**src/rtl/parallel_send.sv**
```systemverilog
// Purpose : PRBS link-test transmitter: training preamble, SYNC pulse to arm the
//           far-end checker, then a burst of lfsr32x2 words with optional one-word error injection.
// Latency : 1 cycle from an accepted push (PRE/BURST with DORDY=1) to DOPUSH/DOUT.
// Backpr. : DORDY=0 stalls the FSM, the word counters and the LFSR in PRE/BURST.
//           SYNC and GAP always advance.
// Ports   : CLK, RSTX (async, active-low), CLR (sync clear), START, DORDY,
//           ERR_INJ/ERR_MASK (inject request and mask),
//           DOPUSH/DOUT (registered word), SYNC, BUSY, SENT_CNT, INJ_CNT.
module parallel_send #(
    parameter int          BURST_LEN  = 1024,
    parameter int          PRE_LEN    = 16,
    parameter logic [31:0] TRAIN_WORD = 32'h0000_FFFF
) (
    input  logic        CLK,
    input  logic        RSTX,
    input  logic        CLR,
    input  logic        START,
    input  logic        DORDY,
    input  logic        ERR_INJ,
    input  logic [31:0] ERR_MASK,
    output logic        DOPUSH,
    output logic [31:0] DOUT,
    output logic        SYNC,
    output logic        BUSY,
    output logic [57:0] SENT_CNT,
    output logic [15:0] INJ_CNT
);

    localparam int BCW = $clog2(BURST_LEN + 1);
    localparam logic [BCW-1:0] BURST_LAST = BCW'(BURST_LEN - 1);
    localparam logic [15:0]    PRE_LAST   = 16'(PRE_LEN - 1);

    typedef enum logic [2:0] {
        S_IDLE,
        S_PRE,
        S_SYNC,
        S_GAP,
        S_BURST
    } state_t;

    state_t          state, state_nxt;
    logic [15:0]     pre_cnt;
    logic [BCW-1:0]  burst_cnt;
    logic [31:0]     pat;
    logic            inj_pend;
    logic [31:0]     inj_mask;

    logic            push;
    logic            burst_push;
    logic            inj_apply;
    logic [31:0]     word;

    // Two XNOR Fibonacci steps (taps 32,22,2,1). The all-zero seed is a
    // legal state for XNOR feedback, so P can start at 0.
    function automatic logic [31:0] lfsr32x2(input logic [31:0] p);
        logic [31:0] s1;
        s1 = {p[30:0], ~(p[31] ^ p[21] ^ p[1] ^ p[0])};
        return {s1[30:0], ~(s1[31] ^ s1[21] ^ s1[1] ^ s1[0])};
    endfunction

    assign push       = DORDY && ((state == S_PRE) || (state == S_BURST));
    assign burst_push = DORDY && (state == S_BURST);
    assign inj_apply  = burst_push && inj_pend;
    assign word       = (state == S_PRE) ? TRAIN_WORD
                                         : (pat ^ (inj_apply ? inj_mask : 32'd0));
    assign BUSY       = (state != S_IDLE);

    always_comb begin
        state_nxt = state;
        case (state)
            S_IDLE:  if (START) state_nxt = S_PRE;
            S_PRE:   if (DORDY && (pre_cnt == PRE_LAST)) state_nxt = S_SYNC;
            S_SYNC:  state_nxt = S_GAP;
            S_GAP:   state_nxt = S_BURST;
            S_BURST: if (DORDY && (burst_cnt == BURST_LAST)) state_nxt = S_IDLE;
            default: state_nxt = S_IDLE;
        endcase
    end

    always_ff @(posedge CLK or negedge RSTX) begin
        if (!RSTX) begin
            state <= S_IDLE;
        end else if (CLR) begin
            state <= S_IDLE;
        end else begin
            state <= state_nxt;
        end
    end

    // Word counters, pattern state, injection bookkeeping and registered outputs.
    always_ff @(posedge CLK or negedge RSTX) begin
        if (!RSTX) begin
            pre_cnt   <= '0;
            burst_cnt <= '0;
            pat       <= '0;
            inj_pend  <= 1'b0;
            inj_mask  <= '0;
            DOPUSH    <= 1'b0;
            DOUT      <= '0;
            SYNC      <= 1'b0;
            SENT_CNT  <= '0;
            INJ_CNT   <= '0;
        end else if (CLR) begin
            pre_cnt   <= '0;
            burst_cnt <= '0;
            pat       <= '0;
            inj_pend  <= 1'b0;
            inj_mask  <= '0;
            DOPUSH    <= 1'b0;
            DOUT      <= '0;
            SYNC      <= 1'b0;
            SENT_CNT  <= '0;
            INJ_CNT   <= '0;
        end else begin
            DOPUSH <= push;
            // SYNC is registered so it sits in the output stream between the last
            // preamble strobe and the gap cycle.
            SYNC   <= (state == S_SYNC);
            if (push) begin
                DOUT <= word;
            end

            if (state == S_PRE && DORDY) begin
                pre_cnt <= (pre_cnt == PRE_LAST) ? 16'd0 : pre_cnt + 16'd1;
            end else if (state == S_IDLE) begin
                pre_cnt <= '0;
            end

            if (burst_push) begin
                burst_cnt <= (burst_cnt == BURST_LAST) ? '0 : burst_cnt + 1'b1;
                // The uncorrupted value feeds the LFSR so the far-end reference stays in step.
                pat       <= lfsr32x2(pat);
                if (~&SENT_CNT) begin
                    SENT_CNT <= SENT_CNT + 58'd1;
                end
            end else if (state == S_IDLE) begin
                burst_cnt <= '0;
            end

            // A new request always wins. If it lands on a burst push, that push
            // consumes the old request and the new one waits for the next word.
            if (ERR_INJ) begin
                inj_pend <= 1'b1;
                inj_mask <= ERR_MASK;
            end else if (inj_apply) begin
                inj_pend <= 1'b0;
            end
            if (inj_apply && (~&INJ_CNT)) begin
                INJ_CNT <= INJ_CNT + 16'd1;
            end
        end
    end

endmodule

```
**config.mk**
```make
export PLATFORM = sky130hd
export DESIGN_NAME = parallel_send
export DESIGN_NICKNAME = d
export VERILOG_FILES = /design/src/rtl/parallel_send.sv
export SDC_FILE = /design/constraint.sdc
export NUM_CORES = 1
export LEC_CHECK = 0
export CAP_MARGIN = 15
export CORE_MARGIN = 1
export CORE_UTILIZATION = 26
export CTS_CLUSTER_SIZE = 16
export DETAILED_ROUTE_END_ITERATION = 16
export SYNTH_ARGS = -nofsm -noshare
export SYNTH_HDL_FRONTEND = slang
export SYNTH_SLANG_ARGS = --single-unit
```
**constraint.sdc**
```tcl
create_clock -name CLK -period 2 [get_ports CLK]
set_input_delay 0.3 -clock CLK [delete_from_list [all_inputs] [get_ports CLK]]
set_output_delay 0.3 -clock CLK [all_outputs]
set_load 0.02 [all_outputs]
```
======== Yosys cells after proc, flatten, opt, wreduce, memory -nomap -nowiden ========
Index checks and enable logic that the tools add are counted.
storage, ports and cells
  memories ................................ 0
  memory bits (writable) .................. 0
  bits in latches ......................... 0
  bits in registers ....................... 203
  ROM bits ................................ 0
operators by class
  multipliers ............................. 0
  equal/unequal tests ..................... 10
  bitwise operators ....................... 9
  shift operators ......................... 0
  reduce and logical (&&, ||, !) cells .... 22
  divide/modulo/power cells ............... 0
  magnitude comparators ................... 0
  add/subtract/negate cells ............... 4
  multiplexer cells ....................... 31
operators with widths
  kind                                                                      count
  32-bit two-way mux                                                        8
  58-bit two-way mux                                                        3
  16-bit two-way mux                                                        6
  58-bit by 1-bit adder with 58-bit output (second input constant)          1
  58-bit AND reduction                                                      1
  11-bit two-way mux                                                        4
  16-bit by 1-bit adder with 16-bit output (second input constant)          2
  32-bit XOR                                                                1
  16-bit by 4-bit equality test with 1-bit output (second input constant)   1
  16-bit AND reduction                                                      1
  3-bit case mux with 5 select lines                                        1
  3-bit two-way mux                                                         4
  3-bit nonzero test                                                        4
  11-bit by 1-bit adder with 11-bit output (second input constant)          1
  11-bit by 10-bit equality test with 1-bit output (second input constant)  1
  2-bit nonzero test                                                        4
  1-bit logical AND                                                         7
  3-bit by 2-bit equality test with 1-bit output (second input constant)    2
  3-bit by 2-bit != test with 1-bit output (second input constant)          2
  1-bit XOR                                                                 6
  1-bit two-way mux                                                         5
  3-bit by 1-bit equality test with 1-bit output (second input constant)    1
  3-bit equality test (second input constant)                               1
  3-bit logical NOT                                                         1
  other kinds (7)                                                           8

======== Depth between registers and ports, before layout ========
Gate-level depths: netlist (run 1).
  depth in word-level cells ............... 8
  depth in mapped cells ................... 10

======== Worst setup path before layout (run 1) ========
OpenSTA, ideal clock, no wires.
  path type ............................... register to register
  start ................................... register SENT_CNT[7]
  end ..................................... register SENT_CNT[45]
  data arrival time ....................... 2212 ps
  cell stages (with the launch flop) ...... 9
  clock period less this slack ............ 2281 ps
  buffers on the path ..................... 2
  path slack .............................. -281 ps
  setup time .............................. 69 ps
  cell sequence ........................... dfrtp_1 -> buf_2 -> nand4_1 -> or4_4 -> buf_6 -> nor4_4 -> nand2_2 -> or3_1 -> nand3_1
between the ends
  longest elaborated chain between the ends .. 4
ends and longest elaborated chain
  item                                      RTL line  text
  start, declared                           25        output logic [57:0] SENT_CNT,
  start signal, assigned                    134       SENT_CNT <= SENT_CNT + 58'd1;
  58-bit by 1-bit adder with 58-bit output  134
  58-bit two-way mux                        133       if (~&SENT_CNT) begin
  58-bit two-way mux                        129       if (burst_push) begin
  58-bit two-way mux                        103       end else if (CLR) begin
Parallel ways exist; a longest one is shown, timed or not. The select of a mux whose other input is x is not followed.
A chain may end at the register's enable or synchronous reset.

======== Final worst setup path (run 1) ========
  start ................................... register SENT_CNT[9]
  end ..................................... register SENT_CNT[23]
Same word-level chain as after synthesis.

==> flow_summary.yaml, run 1 <==
status:
  status: "finished, violations left"
  violations: "negative setup slack"
min_path:
  min_path_type: "primary input to flop"
  holdPathStages: 4
  min_from: "CLR"
  hold_end: "SENT_CNT[57]"
sta:
  rsz0062_at_grt: "yes"
  worstMarginPinSlew_ps: 892.0
  skew_ps: 15.10
  finalSetupTns_ps: -3008
  slew_headroom_pct: 40.53
  post-route-min-period_ps: 2180
  fin_ws_ps: -180.3
  setup_viol: 43
  hold_viol_final: 0
  fmax_ghz: 0.4586
  slew_violations: 0
  period_share_pct: 109.0
cells_and_area:
  nets: 1444
  mostFrequentLayoutCell: "dfrtp_1"
  fin_cells: 1929
  syn_to_final_growth_pct: 55.46
  drive_above_1_share_pct: 28.63
  insertedDiodeCount: 0
  n_fill_cell: 3635
  mostFrequentLayoutCells: "dfrtp_1, nand2_1, buf_4, clkdlybuf4s50_1, nor2_1"
worst_setup_path:
  rr_startpoint: "SENT_CNT[9]"
  cp_num_buf_inv: 4
  arrival_ps: 2580
  slowest_stage: "dfrtp_1"
  crit_path_max_incr_delay_ps: 390
  reg2reg_depth: 9
  crit_fanout: 5
  worstSetupEndpointType: "flop"
  critPathLaunchType: "flop"
  cp_common_cell: "buf_4"
  cp.required_ps: 2400
  path_delay_family: "buffers and inverters"
  rr_endpoint: "SENT_CNT[23]"
  criticalPathCategory: "flop to flop"
  cp_cell_sequence: "nand4_1 > buf_4 > nor4_4 > buf_4 > and3_4 > a21oi_4 > buf_12 > buf_16 > a221o_1"
  reg2reg_slack_ps: -180
placed_design:
  dp.cells: 1840
  io_buffers: 146
  routabilityCongestion: 0.8685
  dp_hpwl_um: 21360
clock_tree:
  htree_num_levels: 1
  tritoncts: "built"
  clkSlewWorstSetupHoldPaths_ps: 60
  cts_sinks: 203
  clk_latency_ps: 530
  cts_buffers: 24
  cts-root-buf: "clkbuf_16"
  clockBufferDepth: 3
power_and_ir_drop:
  switching_power_mw: 2.101
  irDropWorstVdd_uv: 519.5
  comb_power_share_pct: 5.9
  static-leakage-power_nw: 6.889
  p_int_mw: 6.890
  sw_frac_of_total_pct: 23.37
  p_per_area_mw_per_mm2: 581.2
  seqPwrFrac_pct: 46.6
  power.share.clock_pct: 47.5
floorplanning:
  core_area_mm2: 0.03767
  rows: 71
  die_w_um: 197.6
  die-area_mm2: 0.03906
  fp.dieH_um: 197.6
  start_util_pct: 26.42
  ios: 147
grt:
  grt_usage_pct: 15.92
  antenna_found_initial: 0
  grt-ovfl-total: 0
  grt_start_max_net_pins: 82
  grt_pass1_vias: 9152
  grt_pass1_wl_um: 49990
route:
  first_pass_iters: 8
  ant_nets: 0
  wirelength_um: 33130
  drc: 0
  drt_iter0_drc: 605
  via_count: 9513
  vias_per_cell: 4.932
  wl_per_cell_um: 17.18
synthesis:
  synth_cell_types: 48
  synth_area_mm2: 0.009952
  syn_avg_cell_area_um2: 9.249
  synth-seq-area-share_pct: 51.04
  ys_ff_latch: 203
  yosys_warnings: 0
  synthCells: 1076
  synth_nets: 1118
flow_run:
  cap_violations: 0
-- cell usage after synthesis, drive strengths merged --
cell     count  area (um2)
nor4        15       136.4
nand2      177       666.9
o21ai       92       460.4
or3b         1       8.760
a21o        20       150.1
clkbuf      44       165.2
xnor2       24       210.2
nor2       102       382.9
nand4       17       106.4
mux2i       34       340.3
a21oi       78       390.4
nor4b        3       26.28
o41ai        1       8.760
a31oi       30       187.7
ha           4       50.05
buf         17       85.08
a221o        1       10.01
nor3b        3       22.52
nand3       41       217.7
and4        13       113.9
and3        32       200.2
nor4bb       2       20.02
inv          7       26.28
nor2b        4       25.02
and2         6       37.54
a311oi       1       8.760
or4          4       33.78
a22o         5       43.79
a41o         1       10.01
o31ai        6       45.04
dfrtp      203        5080
a2111oi      1       8.760
xor2        51       446.7
a31o         1       8.760
a41oi        6       52.55
nand3b       3       22.52
nor3        16       80.08
or3          5       31.28
nand2b       5       31.28
-- through the flow --
stage / total power [mW] / worst slack [ps] / area, um2 / util [%] / hold slack (ps)
global placement: 4.768 / -379.3 / 13370 / 35.50 / 254.9
CTS: 9.086 / -73.87 / 14570 / 38.69 / 168.9
global route: 9.319 / -233.7 / 15470 / 41.07 / 186.1
floorplan: 4.445 / -59.50 / 10090 / - / 4.409
finish: 8.991 / -180.3 / 15470 / 41.07 / 180.5
detailed placement: 4.775 / -373.9 / 13370 / 35.50 / 255.3
-- layout make-up --
class                      instances  area (um2)  share of cell area [%]
sequential                       203        5112                   33.04
clock inverter                     4       33.78                  0.2184
multi-input combinational        807        5448                   35.21
inverter                           7       26.28                  0.1698
tap                              511       639.4                   4.133
clock buffer                      38       733.2                   4.739
timing repair buffer             359        3478                   22.48
-- kinds of logic after synthesis --
group | count (synthesis) | share of synthesized area (%)
and+or+nand+nor | 449 | 21.74
AOI/OAI and AO/OA | 243 | 13.92
DFF | 203 | 51.04
xor gates and xnor gates | 75 | 6.600
buffers and inverters | 68 | 2.779
muxes | 34 | 3.420
adders and majority gates | 4 | 0.5029
-- tightest hold or removal path: cells and delay by family --
family        cells  cell delay, ps
simple gates      2             130
mux               1             130
buf+inv           1             100
-- how the worst max path moves through the flow --
stage,from,endpoint,depth (start not counted)
after floorplan,SENT_CNT[12],SENT_CNT[45],7
after CTS,SENT_CNT[9],SENT_CNT[23],9
final,SENT_CNT[9],SENT_CNT[23],9
after detailed placement,DORDY,INJ_CNT[14],8
after global placement,DORDY,INJ_CNT[12],8
after global routing,SENT_CNT[10],SENT_CNT[46],9
-- sequential cells by signal, summed over array words and instances, names as in the netlist --
signal	cells
pat	32
inj_pend	1
inj_mask	32
state	3
DOPUSH	1
burst_cnt	11
DOUT	32
SENT_CNT	58
pre_cnt	16
SYNC	1
INJ_CNT	16
-- power by group through the flow --
| stage | clock network, mW | registers (mW) | logic [mW] |
|---|---|---|---|
| floorplan | 0 | 4.27 | 0.177 |
| global placement | 0 | 4.26 | 0.507 |
| detailed placement | 0 | 4.26 | 0.512 |
| CTS | 4.38 | 4.19 | 0.518 |
| global route | 4.54 | 4.19 | 0.587 |
| finish | 4.27 | 4.19 | 0.533 |
-- timing repair --
action | 4_1_cts | 5_1_grt
hold buffers | 1 | 0
cloned | 3 | 6
resized for setup | 48 | 187
endpoints found under the hold margin | 29 | 0
pin swaps | 9 | 61
setup buffers | 24 | 15
setup endpoints to repair | 49 | 102
-- per-layer routing --
metal	wire length (um)	share of wire [%]	vias to the layer above	global-route usage, %
li1	-	-	4445	-
met1	14500	44	4716	21.72
met2	15970	48	295	26.03
met3	1931	5.8	57	3.005
met4	723	2.2	0	3.503
met5	0	0	-	0
No activity file was read; power rests on OpenSTA's default activity.
==> run 2, diff against run 1 <==
Settings changed: MAX_ROUTING_LAYER from default to met4, TNS_END_PERCENT from default to 10.
==> flow_summary.yaml, run 2 (synthesis gave the netlist of run 1 again) <==
cells_and_area:
  final_util_pct: 39.19
  drive_above_1_share_pct: 23.46
  syn_to_final_growth_pct: 48.34
  mostFrequentLayoutCells: "dfrtp_1, nand2_1, buf_4, clkdlybuf4s50_1, nor2_1"
  mostFrequentLayoutCell: "dfrtp_1"
  fin_area_mm2: 0.01476
  largest_reg_flops: 58
  nets: 1423
  top_register: "SENT_CNT"
  n_fill_cell: 3727
  fin_cells: 1910
sta:
  finalSetupTns_ps: -598.6
  skew_ps: 12.55
  post-route-min-period_ps: 2073
  slew_violations: 0
  fin_ws_ps: -73.34
  worstMarginPinSlew_ps: 718.0
  setup_viol: 18
  rsz0062_at_grt: "yes"
  period_share_pct: 103.7
  slew_headroom_pct: 52.13
  hold_viol_final: 0
  fmax_ghz: 0.4823
power_and_ir_drop:
  static-leakage-power_nw: 6.606
  p_per_area_mw_per_mm2: 627.5
  irDropWorstVdd_uv: 505.3
route:
  wirelength_um: 31090
  first_pass_iters: 5
  met2_length_um: 14620
  top_layer: "met4"
  wl_per_cell_um: 16.28
  wl_met3_um: 1645
  vias_per_cell: 4.799
  drc: 0
  drt-met1-wl_um: 14220
  via_count: 9167
  ant_nets: 0
  drt_iter0_drc: 554
grt:
  grt_pass1_wl_um: 48800
  grt_usage_pct: 15.98
  antenna_found_initial: 1
  grt_pass1_vias: 9043
  grt-ovfl-total: 0
  grt_start_max_net_pins: 66
floorplanning:
  core_area_mm2: 0.03767
  fp.dieH_um: 197.6
  die-area_mm2: 0.03906
  start_util_pct: 26.42
  rows: 71
  die_w_um: 197.6
  ios: 147
clock_tree:
  htree_num_levels: 1
  cts_sinks: 203
  clockBufferDepth: 3
  clk_latency_ps: 520
  cts_buffers: 25
  tritoncts: "built"
  cts-root-buf: "clkbuf_16"
  clkSlewWorstSetupHoldPaths_ps: 60
status:
  violations: "negative setup slack"
  status: "finished, violations left"
placed_design:
  dp_slack_ps: -396.9
  dp_hpwl_um: 21540
  io_buffers: 146
  place_area_mm2: 0.01339
  routabilityCongestion: 0.8895
  dp.cells: 1852
worst_setup_path:
  worstSetupStartpoint: "SENT_CNT[11]"
  rr_endpoint: "SENT_CNT[43]"
  reg2reg_slack_ps: -70
  cp.required_ps: 2430
  critPathLaunchType: "flop"
  worstSetupEndpointType: "flop"
  reg2reg_depth: 6
  arrival_ps: 2500
  critPathCapture: "SENT_CNT[43]"
  rr_startpoint: "SENT_CNT[11]"
  crit_fanout: 6
  criticalPathCategory: "flop to flop"
flow_run:
  cap_violations: 0
min_path:
  min_path_type: "primary input to flop"
run 2: worst max-delay path: stages, from the launching register on:
cell and delay (ps):
dfrtp_1 400, nand3_2 140, or4_4 650, or3_4 430, nor2_1 150, a21oi_1 80, a31oi_1 140
run 2: worst min path at each step:
stage | startpoint | endpoint | slack [ps] | depth (start not counted)
3_5_place_dp | RSTX | SENT_CNT[47] | 270 | 1
5_1_grt | CLR | SENT_CNT[57] | 200 | 4
6_report | CLR | SENT_CNT[57] | 180 | 4
2_1_floorplan | RSTX | DOPUSH | 4 | 0
3_3_place_gp | RSTX | SENT_CNT[46] | 270 | 1
4_1_cts | CLR | SENT_CNT[57] | 180 | 4
run 2: cell type report:
type / count / area, um2 / share of cell area (%)
Sequential cell: 203 / 5111 / 34.62
Multi-Input combinational cell: 806 / 5011 / 33.94
Timing Repair Buffer: 338 / 3147 / 21.32
Clock buffer: 40 / 752.0 / 5.094
Tap cell: 511 / 639.4 / 4.331
Clock inverter: 4 / 73.82 / 0.5000
Inverter: 7 / 26.28 / 0.1780
Antenna cell: 1 / 2.502 / 0.01695
run 2: metal layers:
| layer | up-vias | GRT usage (%) |
|---|---|---|
| met5 | - | - |
| li1 | 4393 | - |
| met1 | 4475 | 21.15 |
| met4 | 0 | 3.876 |
| met2 | 248 | 25.40 |
| met3 | 51 | 2.663 |
run 2: stage by stage:
step           power, mW  hold WS, ps
6_report           9.264        182.0
5_1_grt            9.627        202.3
4_1_cts            9.404        180.3
3_5_place_dp       4.777        273.1
3_3_place_gp       4.768        273.2
2_1_floorplan      4.445        4.409
run 2: power by group:
group	internal (mW)	leakage, nW	switching, mW
Clock	2.81	0.404	1.75
Combinational	0.219	3.43	0.297
Sequential	4.16	2.77	0.0300
run 2: timing repair:
item,in CTS,in global routing
endpoints found under the setup margin,44,102
hold buffers,1,0
resized for setup,28,80
buffers inserted,1,7
hold endpoints to repair,38,0
pin swaps,3,28
gates cloned,0,4
==> run 3, diff against run 2 <==
Settings changed: GPL_TIMING_DRIVEN from default to 0.
==> flow_summary.yaml, run 3 (synthesis gave the netlist of run 1 again) <==
power_and_ir_drop:
  irDropWorstVdd_uv: 601.4
  static-leakage-power_nw: 6.142
  p_per_area_mw_per_mm2: 679.4
cells_and_area:
  nets: 1338
  fin_cells: 1827
  top_register: "SENT_CNT"
  largest_reg_flops: 58
  mostFrequentLayoutCells: "dfrtp_1, nand2_1, clkdlybuf4s50_1, nor2_1"
  drive_above_1_share_pct: 18.94
  final_util_pct: 37.73
  syn_to_final_growth_pct: 42.78
  mostFrequentLayoutCell: "dfrtp_1"
placed_design:
  dp.cells: 1734
  routabilityCongestion: 0.9048
  dp_hpwl_um: 21510
  io_buffers: 145
  dp_slack_ps: -1218
flow_run:
  cap_violations: 0
route:
  drt-met1-wl_um: 14030
  wl_per_cell_um: 17.43
  wirelength_um: 31840
  wl_met3_um: 2100
  drc: 0
  first_pass_iters: 8
  via_count: 9040
  met2_length_um: 14670
  top_layer: "met4"
  ant_nets: 0
  drt_iter0_drc: 742
  vias_per_cell: 4.948
floorplanning:
  core_area_mm2: 0.03767
  fp.dieH_um: 197.6
  die-area_mm2: 0.03906
  ios: 147
  start_util_pct: 26.42
  rows: 71
  die_w_um: 197.6
sta:
  worstMarginPinSlew_ps: 887.4
  slew_headroom_pct: 40.84
  setup_viol: 60
  fmax_ghz: 0.4504
  post-route-min-period_ps: 2220
  fin_ws_ps: -220.0
  period_share_pct: 111.0
  rsz0062_at_grt: "yes"
  finalSetupTns_ps: -7078
  hold_viol_final: 0
  skew_ps: 15.97
  slew_violations: 0
worst_setup_path:
  crit_path_max_incr_delay_ps: 550
  critPathLaunchType: "flop"
  cp.required_ps: 2400
  cp_cell_sequence: "buf_6 > nand4_1 > or4_4 > buf_4 > nor2_4 > buf_6 > nand4_1 > xor2_1 > o21ai_1"
  reg2reg_slack_ps: -220
  cp_num_buf_inv: 3
  criticalPathCategory: "flop to flop"
  arrival_ps: 2620
  path_delay_family: "simple AND/OR/NAND/NOR gates"
  reg2reg_depth: 9
  worstSetupEndpointType: "flop"
  rr_endpoint: "SENT_CNT[54]"
  crit_fanout: 5
  slowest_stage: "or4_4"
  rr_startpoint: "SENT_CNT[7]"
grt:
  grt_start_max_net_pins: 80
  grt_usage_pct: 16.58
  grt_pass1_vias: 8819
  grt_pass1_wl_um: 49800
  antenna_found_initial: 1
  grt-ovfl-total: 0
clock_tree:
  htree_num_levels: 1
  clkSlewWorstSetupHoldPaths_ps: 70
  cts_sinks: 203
  cts_buffers: 25
  clockBufferDepth: 3
  tritoncts: "built"
  cts-root-buf: "clkbuf_16"
  clk_latency_ps: 540
min_path:
  min_path_type: "primary input to asynchronous set/reset pin"
status:
  status: "finished, violations left"
  violations: "negative setup slack"
[run 3: worst max-delay path by stage]
stage / to / slack, ps / cells past startpoint / from
after floorplan: SENT_CNT[28] / -60 / 7 / SENT_CNT[7]
after global placement: SENT_CNT[25] / -9200 / 1 / RSTX
after detailed placement: INJ_CNT[3] / -1220 / 9 / DORDY
after CTS: SENT_CNT[51] / -180 / 9 / SENT_CNT[7]
after global routing: SENT_CNT[54] / -300 / 9 / SENT_CNT[7]
final: SENT_CNT[54] / -220 / 9 / SENT_CNT[7]
[run 3: stage by stage]
stage,area [um2],power [mW],hold WS (ps)
after floorplan,10040,4.445,4.409
after global placement,12130,4.720,463.1
final,14210,9.654,286.5
after detailed placement,12190,4.737,284.2
after global routing,14210,9.977,310.3
after CTS,13770,9.758,272.9
[run 3: area by class of cell]
class                      count  area (um2)
fill                        3753       23460
sequential                   203        5120
multi-input combinational    805        5115
timing repair buffer         197        1951
clock buffer                  35       763.2
tap                          511       639.4
buffer                        57       437.9
clock inverter                11       155.1
inverter                       7       26.28
antenna                        1       2.502
[run 3: routing by layer]
metal	vias to the layer above	GRT usage (%)
met2	329	25.68
met3	67	2.920
met5	-	-
met4	0	5.197
li1	4221	-
met1	4423	21.96
[run 3: report_power, final]
group	switching, mW	internal (mW)
Combinational	0.304	0.197
Clock	1.90	3.06
Sequential	0.0319	4.16
Total	2.24	7.42
[run 3: worst reg2reg max path: stages (launching register included)]
cell,delay (ps)
dfrtp_2,360
buf_6,110
nand4_1,160
or4_4,550
buf_4,170
nor2_4,170
buf_6,150
nand4_1,120
xor2_1,210
o21ai_1,80
[run 3: what timing repair did]
| action | 4_1_cts | 5_1_grt |
|---|---|---|
| pin swaps | 15 | 33 |
| endpoints found under the hold margin | 60 | 0 |
| gates cloned | 4 | 0 |
| hold buffers | 1 | 0 |
| endpoints found under the setup margin | 193 | 175 |
| gates resized for setup | 136 | 79 |
| buffers inserted | 20 | 25 |
